$ cat src/rtl/control_pkg.sv
// Shared opcode, ALU-code and state definitions for the multicycle control unit.
package control_pkg;

  localparam logic [3:0] OP_AND = 4'b0000;
  localparam logic [3:0] OP_OR  = 4'b0001;
  localparam logic [3:0] OP_ADD = 4'b0010;
  localparam logic [3:0] OP_SUB = 4'b0110;
  localparam logic [3:0] OP_SLT = 4'b0111;
  localparam logic [3:0] OP_LW  = 4'b1000;
  localparam logic [3:0] OP_SW  = 4'b1010;
  localparam logic [3:0] OP_BNE = 4'b1110;

  localparam logic [2:0] ALU_AND = 3'b000;
  localparam logic [2:0] ALU_OR  = 3'b001;
  localparam logic [2:0] ALU_ADD = 3'b010;
  localparam logic [2:0] ALU_SUB = 3'b011;
  localparam logic [2:0] ALU_SLT = 3'b100;

  typedef enum logic [2:0] {
    S_FETCH,
    S_DECODE,
    S_EXECUTE,
    S_MEMORY,
    S_WRITEBACK,
    S_TRAP
  } state_t;

endpackage

$ cat src/rtl/control_decode.sv
// Combinational opcode classifier: instruction class, legality and ALU operation.
module control_decode
  import control_pkg::*;
#(
  parameter int OPCODE_W = 4,
  parameter int ALUOP_W  = 3
) (
  input  logic [OPCODE_W-1:0] op_q,
  output logic                is_rtype,
  output logic                is_lw,
  output logic                is_sw,
  output logic                is_bne,
  output logic                legal,
  output logic [ALUOP_W-1:0]  alu_op
);

  logic       hi_zero;
  logic [3:0] op_lo;
  logic [2:0] code;

  assign op_lo   = op_q[3:0];
  // Any set bit above the 4-bit opcode field makes the instruction illegal.
  assign hi_zero = ((op_q >> 4) == '0);

  always_comb begin
    is_rtype = 1'b0;
    is_lw    = 1'b0;
    is_sw    = 1'b0;
    is_bne   = 1'b0;
    legal    = 1'b0;
    code     = ALU_AND;
    alu_op   = '0;
    case (op_lo)
      OP_AND: begin is_rtype = 1'b1; code = ALU_AND; end
      OP_OR:  begin is_rtype = 1'b1; code = ALU_OR;  end
      OP_ADD: begin is_rtype = 1'b1; code = ALU_ADD; end
      OP_SUB: begin is_rtype = 1'b1; code = ALU_SUB; end
      OP_SLT: begin is_rtype = 1'b1; code = ALU_SLT; end
      OP_LW:  begin is_lw    = 1'b1; code = ALU_ADD; end
      OP_SW:  begin is_sw    = 1'b1; code = ALU_ADD; end
      OP_BNE: begin is_bne   = 1'b1; code = ALU_SUB; end
      default: ;
    endcase
    if (!hi_zero) begin
      is_rtype = 1'b0;
      is_lw    = 1'b0;
      is_sw    = 1'b0;
      is_bne   = 1'b0;
    end
    legal = is_rtype | is_lw | is_sw | is_bne;
    if (legal) alu_op = ALUOP_W'(code);
  end

endmodule

$ cat src/rtl/multicycle_control.sv
// Multicycle FSM sequencing FETCH/DECODE/EXECUTE/MEMORY/WRITEBACK with a sticky
// illegal-opcode trap and a retired-instruction counter.
module multicycle_control
  import control_pkg::*;
#(
  parameter int OPCODE_W = 4,
  parameter int ALUOP_W  = 3,
  parameter int CNT_W    = 16
) (
  input  logic                clk,
  input  logic                rst,
  input  logic [OPCODE_W-1:0] opcode,
  input  logic                zero,
  input  logic                mem_ready,
  output logic                mem_req,
  output logic                mem_we,
  output logic                iord,
  output logic                ir_write,
  output logic                pc_write,
  output logic                pc_src,
  output logic                reg_dst,
  output logic                reg_write,
  output logic                alu_src,
  output logic                mem_to_reg,
  output logic [ALUOP_W-1:0]  alu_op,
  output logic                illegal,
  output logic                done,
  output logic [CNT_W-1:0]    instr_count
);

  state_t              state;
  state_t              state_nx;
  logic [OPCODE_W-1:0] op_q;
  logic [OPCODE_W-1:0] op_sel;
  logic [CNT_W-1:0]    cnt_q;

  logic                is_rtype;
  logic                is_lw;
  logic                is_sw;
  logic                is_bne;
  logic                legal;
  logic [ALUOP_W-1:0]  dec_alu_op;

  // DECODE classifies the live opcode (op_q is loaded at the end of that cycle);
  // every later state uses only the latched copy.
  assign op_sel = (state == S_DECODE) ? opcode : op_q;

  control_decode #(
    .OPCODE_W (OPCODE_W),
    .ALUOP_W  (ALUOP_W)
  ) u_decode (
    .op_q     (op_sel),
    .is_rtype (is_rtype),
    .is_lw    (is_lw),
    .is_sw    (is_sw),
    .is_bne   (is_bne),
    .legal    (legal),
    .alu_op   (dec_alu_op)
  );

  always_ff @(posedge clk) begin
    if (rst) begin
      state <= S_FETCH;
      op_q  <= '0;
      cnt_q <= '0;
    end else begin
      state <= state_nx;
      if (state == S_DECODE) op_q <= opcode;
      if (done) cnt_q <= cnt_q + CNT_W'(1);
    end
  end

  // Outputs are held at zero throughout reset, including the first reset cycle.
  assign instr_count = rst ? '0 : cnt_q;

  always_comb begin
    state_nx   = state;
    mem_req    = 1'b0;
    mem_we     = 1'b0;
    iord       = 1'b0;
    ir_write   = 1'b0;
    pc_write   = 1'b0;
    pc_src     = 1'b0;
    reg_dst    = 1'b0;
    reg_write  = 1'b0;
    alu_src    = 1'b0;
    mem_to_reg = 1'b0;
    alu_op     = '0;
    illegal    = 1'b0;
    done       = 1'b0;
    if (!rst) begin
      case (state)
        S_FETCH: begin
          mem_req = 1'b1;
          if (mem_ready) begin
            ir_write = 1'b1;
            pc_write = 1'b1;
            state_nx = S_DECODE;
          end
        end
        S_DECODE: state_nx = legal ? S_EXECUTE : S_TRAP;
        S_EXECUTE: begin
          alu_op  = dec_alu_op;
          alu_src = is_lw | is_sw;
          if (is_bne) begin
            pc_write = !zero;
            pc_src   = !zero;
            done     = 1'b1;
            state_nx = S_FETCH;
          end else if (is_lw || is_sw) begin
            state_nx = S_MEMORY;
          end else begin
            state_nx = S_WRITEBACK;
          end
        end
        S_MEMORY: begin
          mem_req = 1'b1;
          iord    = 1'b1;
          mem_we  = is_sw;
          alu_op  = dec_alu_op;
          alu_src = 1'b1;
          if (mem_ready) begin
            done     = is_sw;
            state_nx = is_sw ? S_FETCH : S_WRITEBACK;
          end
        end
        S_WRITEBACK: begin
          reg_write  = 1'b1;
          reg_dst    = is_rtype;
          mem_to_reg = is_lw;
          alu_op     = dec_alu_op;
          alu_src    = is_lw;
          done       = 1'b1;
          state_nx   = S_FETCH;
        end
        S_TRAP: illegal = 1'b1;
        default: state_nx = S_FETCH;
      endcase
    end
  end

endmodule

$ cat config.mk
export PLATFORM = sky130hd
export DESIGN_NAME = multicycle_control
export DESIGN_NICKNAME = d
export VERILOG_FILES = /design/src/rtl/control_pkg.sv /design/src/rtl/control_decode.sv /design/src/rtl/multicycle_control.sv
export SDC_FILE = /design/constraint.sdc
export NUM_CORES = 1
export LEC_CHECK = 0
export CAP_MARGIN = 20
export CORE_MARGIN = 5
export CORE_UTILIZATION = 49
export CTS_BUF_LIST = sky130_fd_sc_hd__clkbuf_16
export DETAILED_ROUTE_END_ITERATION = 6
export PLACE_DENSITY = 0.86
export SYNTH_ARGS = -nofsm -noshare
export SYNTH_HDL_FRONTEND = slang
export SYNTH_SLANG_ARGS = --single-unit
$ cat constraint.sdc
create_clock -name clk -period 2.62 [get_ports clk]
set_input_delay 0.524 -clock clk [delete_from_list [all_inputs] [get_ports clk]]
set_output_delay 0.524 -clock clk [all_outputs]
set_load 0.1 [all_outputs]
Word level (Yosys, flattened, before mapping)
Cells that the tools add are included.
{"block": "word_totals", "regBits": 23, "out_inout_bits": 31, "wordCells": 78, "inputBits": 8}
{"block": "classes", "reduce_logical": 10, "n_eq_ne": 14, "n_addsub": 1, "muxes": 45, "n_bitwise": 5}
{"operator": "2-to-1 mux 1 bit", "count": 29}
{"operator": "2-to-1 mux 3 bit", "count": 9}
{"operator": "adder 16 x 1 -> 16 bit (second input constant)", "count": 1}
{"operator": "2-to-1 mux 16 bit", "count": 1}
{"operator": "case mux 3 bit (5 select lines)", "count": 1}
{"operator": "== test 4 bit (second input constant)", "count": 3}
{"operator": "case mux 3 bit (4 select lines)", "count": 1}
{"operator": "== test 4 x 3 -> 1 bit (second input constant)", "count": 2}
{"operator": "== test 3 x 2 -> 1 bit (second input constant)", "count": 2}
{"operator": "== test 3 bit (second input constant)", "count": 2}
{"operator": "case mux 1 bit (3 select lines)", "count": 2}
{"operator": "OR reduction 3 bit", "count": 2}
{"operator": "OR reduction 5 bit", "count": 1}
{"operator": "== test 4 x 1 -> 1 bit (second input constant)", "count": 1}
{"operator": "== test 4 x 2 -> 1 bit (second input constant)", "count": 1}
{"operator": "zero test 4 bit", "count": 1}
{"operator": "2-to-1 mux 4 bit", "count": 1}
{"operator": "!= test 2 bit (second input constant)", "count": 2}
{"operator": "bitwise OR 1 bit", "count": 4}
{"operator": "OR reduction 2 bit", "count": 2}
{"operator": "== test 3 x 1 -> 1 bit (second input constant)", "count": 1}
{"operator": "zero test 3 bit", "count": 1}
{"operator": "AND reduction 3 bit", "count": 1}
{"operator": "case mux 1 bit (2 select lines)", "count": 1}
{"operator": "3 further kinds", "count": 3}

Longest topological paths before layout
Gate-level depths: netlist of run 1.
{"block": "depth", "depth_word": 11, "mapped_depth": 7}

Modules after synthesis
A second synthesis of run 1 with hierarchy kept.
{"block": "hier_totals", "cells_unflattened": 185, "area_unflattened_um2": 1496.4}
{"module": "multicycle_control", "cells_each": 169, "seq_area_each_um2": 460.4, "instances": 1, "area_each_um2": 1392.6}
{"module": "control_decode", "cells_each": 16, "seq_area_each_um2": 0.0, "instances": 1, "area_each_um2": 103.8}

Worst setup path before layout of run 1
OpenSTA, ideal clock, no wires.
{"block": "synth_timing", "path_type": "register to output", "from": "register state[2]", "to": "output port pc_write", "path_buffers": 1, "stages_incl_launch_ff": 6, "path_slack_ns": -3.822, "arrival_ns": 5.918, "required_time_ns": 2.096, "cell_sequence": "dfxtp_1 > clkbuf_1 > nand4bb_1 > nor4bb_1 > a21oi_1 > nor3_1"}
{"block": "synth_via", "elab_chain_cells": 7, "elab_cells_between_ends": 9}
{"element": "from (decl)", "line_no": "multicycle_control.sv:31", "source": "state_t state;"}
{"element": "from (signal assigned)", "line_no": "multicycle_control.sv:67", "source": "state <= state_nx;"}
{"element": "== test 3 x 1 -> 1 bit", "line_no": "multicycle_control.sv:46", "source": "assign op_sel = (state == S_DECODE) ? opcode : op_q;"}
{"element": "2-to-1 mux 4 bit"}
{"element": "== test 4 bit", "line_no": "control_decode.sv:33", "source": "case (op_lo)"}
{"element": "2-to-1 mux 1 bit", "line_no": "control_decode.sv:33"}
{"element": "2-to-1 mux 1 bit", "line_no": "multicycle_control.sv:105", "source": "if (is_bne) begin"}
{"element": "case mux 1 bit (2 select lines) *", "line_no": "multicycle_control.sv:92", "source": "case (state)"}
{"element": "2-to-1 mux 1 bit *", "line_no": "multicycle_control.sv:91", "source": "if (!rst) begin"}
{"element": "to (decl)", "line_no": "multicycle_control.sv:19", "source": "output logic pc_write,"}
Every way passes the cells marked *; elsewhere a longest branch is shown, timed or not.

Final worst setup path of run 1
{"block": "layout_timing", "from": "input port mem_ready", "to": "output port done"}
{"block": "layout_via", "elab_chain_cells": 3}
{"element": "from (decl)", "line_no": "multicycle_control.sv:14", "source": "input logic mem_ready,"}
{"element": "2-to-1 mux 1 bit", "line_no": "multicycle_control.sv:122", "source": "if (mem_ready) begin"}
{"element": "case mux 1 bit (3 select lines)", "line_no": "multicycle_control.sv:92"}
{"element": "2-to-1 mux 1 bit", "line_no": "multicycle_control.sv:91"}
{"element": "to (decl)", "line_no": "multicycle_control.sv:27", "source": "output logic done,"}
Every way passes these cells.

==> impl_results.md, run 1 <==
* Area grow syn2layout at 79.71%
* FP Rows at 20
* Vias in the first global route at 1855
* Post-route cell area at 2748 sq um
* Core footprint at 3028 sq um
* Area leader, netlist: dfxtp_1
* Total power at 2104 uW
* Starting Density at 0.5050
* Post-DRT Antenna Nets at 0
* ANT cells at 0
* Pre-CTS WS at -0.05719 ns
* Clk buf depth at 2
* GRT Util Overall at 0.2834
* TritonCTS clock tree: yes
* Fin. Hold Viols at 0
* Placed cell areas at 2595 sq um
* Die W at 65.86 um
* Skew final at 0.006272 ns
* Main synth FF type: dfxtp_1
* Seq/Total Area, Yosys at 0.3011
* Critical-path maximum fanout at 9
* Slew Limit Fails at 0
* Post-layout min period at 2.709 ns
* Mapped Area at 1529 sq um
* Synth top area share at 0.3011
* Vias per cell at 6.407
* Buffers added on ports at 38
* CP Launch Type: primary input
* Number of vias in the routed layout at 1922
* Mapped Cells at 200
* WS Path Type: in -> out
* Worst hold path class: reg -> reg
* # IOs at 39
* Final Setup Violations at 1
* Setup crit end kind: primary output
* Status: finished with violations
* Routed length per instance at 21.65 um
* Worst slew margin at 0.7335
* Worst EP required at 2.10 ns
* Worst skew pair latency at 0.26 ns
* Layout cells sized above 1 at 0.3945
* Number of synthesized flops with an enable pin at 0
* Global-route wire length before repair at 9356 um
* First DRT Iteration DRCs at 288
* Die area at 4338 sq um
* Final worst slack at -0.08930 ns
* Avg Cell Area, Syn at 7.645 sq um
* Root Buffer: clkbuf_16
* Fmax at 369.1 MHz
* WL final at 6496 um
* Max VDD drop at 0.6014 mV
* Syn nets at 209
* Drt pass-1 iters at 5
* Worst-Margin Slew at 0.3985 ns
* Synth cell types at 48
* Ys Warns at 0
* Final period util at 1.034
* Maxcap violations at 0
* Clock sink total at 23
* Total gr overflow at 0
* Clk slew on worst S/H paths at 0.06 ns
* Synthesized flop and latch total at 23
* Die Ht at 65.86 um
* Hold-fix buffers, CTS at 0
* H-tree levels at 1
* Violated checks: negative setup slack
* Final-stage net count at 266
* RD Place Congestion at 0.8603
* Largest net degree at the start of global routing at 41
* Async S/R FF share, synth at 0
* Initial antenna violation count at 0
* Synth area leaders: dfxtp_1 30%, nor2_1 5.9%, nor2b_1 5.7%
* TritonCTS buffer count at 3
* Top-count cell post-synth: nor2_1
* Pwr Density at 765.6 nW/um^2
* Static leakage at 0.001031 uW
* WP data arrival at 2.19 ns
* Most frequent cells after synthesis: 24 x nor2_1, 23 x dfxtp_1, 14 x nor2b_1
* Final HPWL DP at 3804 um
* Drc violations at 0
* Hold slack at 0.4821 ns
-- state kept, by name (all words and copies together), names as in the netlist --
name and flops:
state 3, cnt_q 16, op_q 4
-- per-stage QoR --
| step | cells | setup TNS (ns) | utilization |
|---|---|---|---|
| after detailed placement | 294 | -0.1723 | 0.8570 |
| after floorplan | 200 | -0.8662 | - |
| after CTS | 299 | 0 | 0.8926 |
| after global routing | 300 | -0.1231 | 0.9074 |
| after global placement | 294 | -0.001364 | 0.8570 |
| final | 300 | -0.08930 | 0.9074 |
-- where the power goes --
part           switching [uW]  internal, uW  leakage (uW)
logic                     816           517      0.000804
registers                52.4           389      0.000186
clock network             124           205     0.0000409
total                     992          1110       0.00103
-- cell type report --
class	instances	area [sq um]
clock buffers	3	75.07
clock inverters	1	5.005
fillers	113	280.3
inverters	12	48.80
multi-input cells	155	1195
flip-flops and latches	23	461.7
well taps	44	55.05
repair buffers	62	907.1
-- repair_timing --
item | 4_1_cts | 5_1_grt
resized for setup | 2 | 10
pin swaps | 2 | 2
endpoints found under the setup margin | 6 | 6
buffers inserted | 1 | 1
gates cloned | 0 | 0
-- layer usage --
layer  wire (um)  share of wire  GRT usage  vias to the layer above
met5           0              0          0                        -
met4         278          0.043     0.1192                        0
met3         549          0.085    0.06293                       36
met2        3233           0.50     0.4869                      147
met1        2434           0.37     0.3365                      908
li1            -              -          -                      831
-- path summary, 6_finish.rpt --
kind / startpoint / endpoint / slack (ns) / depth (start not counted)
worst max-delay path: mem_ready / done / -0.09 / 6
worst min-delay path: cnt_q[4] / cnt_q[4] / 0.48 / 1
worst max register to register: state[2] / cnt_q[13] / 0.19 / 8
worst min register to register: cnt_q[4] / cnt_q[4] / 0.48 / 1
-- cell families after synthesis --
logic type | Yosys count | share of synthesized area
AND/OR/NAND/NOR | 95 | 0.3470
multiplexers | 11 | 0.07610
adder cells (fa/ha/maj) | 1 | 0.008182
buffers and inverters | 22 | 0.05810
XOR/XNOR | 1 | 0.005729
flip-flops | 23 | 0.3011
AO/OA/AOI/OAI | 47 | 0.2038
-- worst max-delay path, stage by stage --
cell and delay [ns]:
clkdlybuf4s50_1 0.61, nand4b_1 0.24, mux2i_2 0.35, o21ai_4 0.18, inv_2 0.10, buf_12 0.17
-- cell usage in the layout (no fill, tap or decap), types with 4 or more instances in the layout --
master           Yosys  routed
o21ai_1              7       6
mux2_1               4       4
nor2b_1             14       8
inv_1               10       9
clkdlybuf4s50_1      0       4
buf_12               0      33
o21ai_0             10      10
nor2_1              24      21
nor2b_2              0       6
dfxtp_1             23      22
nand3_1              7       7
nand2_1             13      12
buf_4                1      20
o31ai_1              6       6
nor3_1               8       4
a21oi_1             11       7
or3_1                5       4
Note: power is estimated with default switching activity, not from simulation.
==> inputs of run 2 (changes only) <==
Settings changed: GPL_ROUTABILITY_DRIVEN from default to 0, MAX_ROUTING_LAYER from default to met4.
==> run 2 against run 1 <==
  * The flow still finishes with violations (negative setup slack)
  * Routed wire length down 1.4%
  * Worst setup slack better by 0.022 ns
  * Sequential power is essentially flat
  * Via count decreased by 0.42%
  * Highest routed layer unchanged
  * Final area did not move
==> impl_results.md, run 2 (synthesis gave the netlist of run 1 again) <==
* First DRT Iteration DRCs at 293 (was 288)
* # IOs at 39 (unchanged)
* Post-DRT Antenna Nets at 0 (unchanged)
* Pre-CTS WS at -0.05719 ns (unchanged)
* Status: finished with violations (unchanged)
* H-tree levels at 1 (unchanged)
* Static leakage at 0.001031 uW (unchanged)
* Layout cells sized above 1 at 0.3945 (unchanged)
* Final HPWL DP at 3804 um (unchanged)
* Starting Density at 0.5050 (unchanged)
* Worst skew pair latency at 0.26 ns (about the same)
* Global-route wire length before repair at 9321 um (was 9356 um)
* Vias per cell at 6.380 (was 6.407)
* Hold slack at 0.4847 ns (was 0.4821 ns)
* Pwr Density at 763.8 nW/um^2 (was 765.6 nW/um^2)
* Number of fill cells at 113 (unchanged)
* Setup crit end kind: primary output (unchanged)
* Max VDD drop at 0.6028 mV (was 0.6014 mV)
* Most common cell after layout, fill and taps aside: buf_12 (unchanged)
* Area grow syn2layout at 79.71% (unchanged)
* WS Path Type: in -> out (unchanged)
* ANT cells at 0 (unchanged)
* Final period util at 1.026 (was 1.034)
* Hold-fix buffers, CTS at 0 (unchanged)
* Worst EP required at 2.10 ns (about the same)
* Drt pass-1 iters at 5 (unchanged)
* Die Ht at 65.86 um (unchanged)
* Skew final at 0.006602 ns (was 0.006272 ns)
* Fin. Hold Viols at 0 (unchanged)
* WP data arrival at 2.16 ns (was 2.19 ns)
* Worst slew margin at 0.7425 (was 0.7335)
* Final Setup Violations at 1 (unchanged)
* Clk slew on worst S/H paths at 0.06 ns (about the same)
* Initial antenna violation count at 0 (unchanged)
* Largest net degree at the start of global routing at 41 (unchanged)
* Clk buf depth at 2 (unchanged)
* Final-stage net count at 266 (unchanged)
* Root Buffer: clkbuf_16 (unchanged)
* Biggest register: cnt_q (unchanged)
* Final worst slack at -0.06742 ns (was -0.08930 ns)
* Number of vias in the routed layout at 1914 (was 1922)
* TritonCTS buffer count at 3 (unchanged)
* Register area at 461.7 sq um (unchanged)
* GRT Util Overall at 0.2891 (was 0.2834)
* Die area at 4338 sq um (unchanged)
* Slew Limit Fails at 0 (unchanged)
* Core footprint at 3028 sq um (unchanged)
* Die W at 65.86 um (unchanged)
* Worst hold path class: reg -> reg (unchanged)
* Clock sink total at 23 (unchanged)
* Total gr overflow at 0 (unchanged)
* FP Rows at 20 (unchanged)
* Fmax at 372.1 MHz (was 369.1 MHz)
* Buffers added on ports at 38 (unchanged)
* Maxcap violations at 0 (unchanged)
* Top flop regs: cnt_q (16), op_q (4), state (3) (unchanged)
* CP Launch Type: primary input (unchanged)
* Drc violations at 0 (unchanged)
* Critical-path maximum fanout at 9 (unchanged)
* Max reg flops at 16 (unchanged)
* TritonCTS clock tree: yes (unchanged)
* Commonest non-fill, non-tap cells in the layout: 33 x buf_12, 22 x dfxtp_1, 21 x nor2_1 (unchanged)
* Violated checks: negative setup slack (unchanged)
* Vias in the first global route at 1858 (was 1855)
* Worst-Margin Slew at 0.3833 ns (was 0.3985 ns)
* Post-layout min period at 2.687 ns (was 2.709 ns)
* Routed length per instance at 21.36 um (was 21.65 um)
* WL final at 6407 um (was 6496 um)
* Multi-input logic area at 1195 sq um (unchanged)
==> run 2: final timing paths <==
check             startpoint  cells after the start         to  slack, ns
setup reg to reg    state[2]                      8  cnt_q[13]       0.20
setup / recovery   mem_ready                      6       done      -0.07
hold reg to reg     cnt_q[4]                      1   cnt_q[4]       0.48
hold / removal      cnt_q[4]                      1   cnt_q[4]       0.48
==> run 2: report_power, final <==
| part | total (uW) | switching (uW) | internal [uW] |
|---|---|---|---|
| clock network | 331 | 126 | 205 |
| logic | 1320 | 808 | 517 |
| registers | 443 | 54.0 | 389 |
==> run 2: worst max-delay path, cell delays in order <==
cell and delay (ns):
clkdlybuf4s50_1 0.61, nand4b_1 0.23, mux2i_2 0.35, o21ai_4 0.18, inv_2 0.10, buf_12 0.17
==> run 2: stage by stage <==
step / area, sq um / power [uW] / instances / setup TNS, ns / util
after floorplan: 1728 / 1231 / 200 / -0.8662 / -
after global routing: 2748 / 2164 / 300 / -0.1580 / 0.9074
after global placement: 2595 / 1568 / 294 / -0.001364 / 0.8570
after CTS: 2703 / 1988 / 299 / 0 / 0.8926
final: 2748 / 2099 / 300 / -0.06742 / 0.9074
after detailed placement: 2595 / 1595 / 294 / -0.1723 / 0.8570
==> run 2: layout make-up <==
class | count | area share
clock buffer | 3 | 0.02732
tap | 44 | 0.02004
timing repair buffer | 62 | 0.3301
sequential | 23 | 0.1680
clock inverter | 1 | 0.001821
inverter | 12 | 0.01776
multi-input combinational | 155 | 0.4349
==> run 2: layer usage <==
layer  up-vias  global-route usage  wire length, um
li1        834                   -                -
met1       909              0.3302             2397
met2       135              0.4844             3206
met3        36             0.06463              495
met4         0              0.1244              306
met5         -                   -                0
==> run 2: repair_timing <==
action / 4_1_cts / 5_1_grt
hold endpoints to repair: 0 / 0
endpoints found under the setup margin: 6 / 6
setup buffers: 1 / 1
gates resized for setup: 2 / 10
pin swaps: 2 / 2
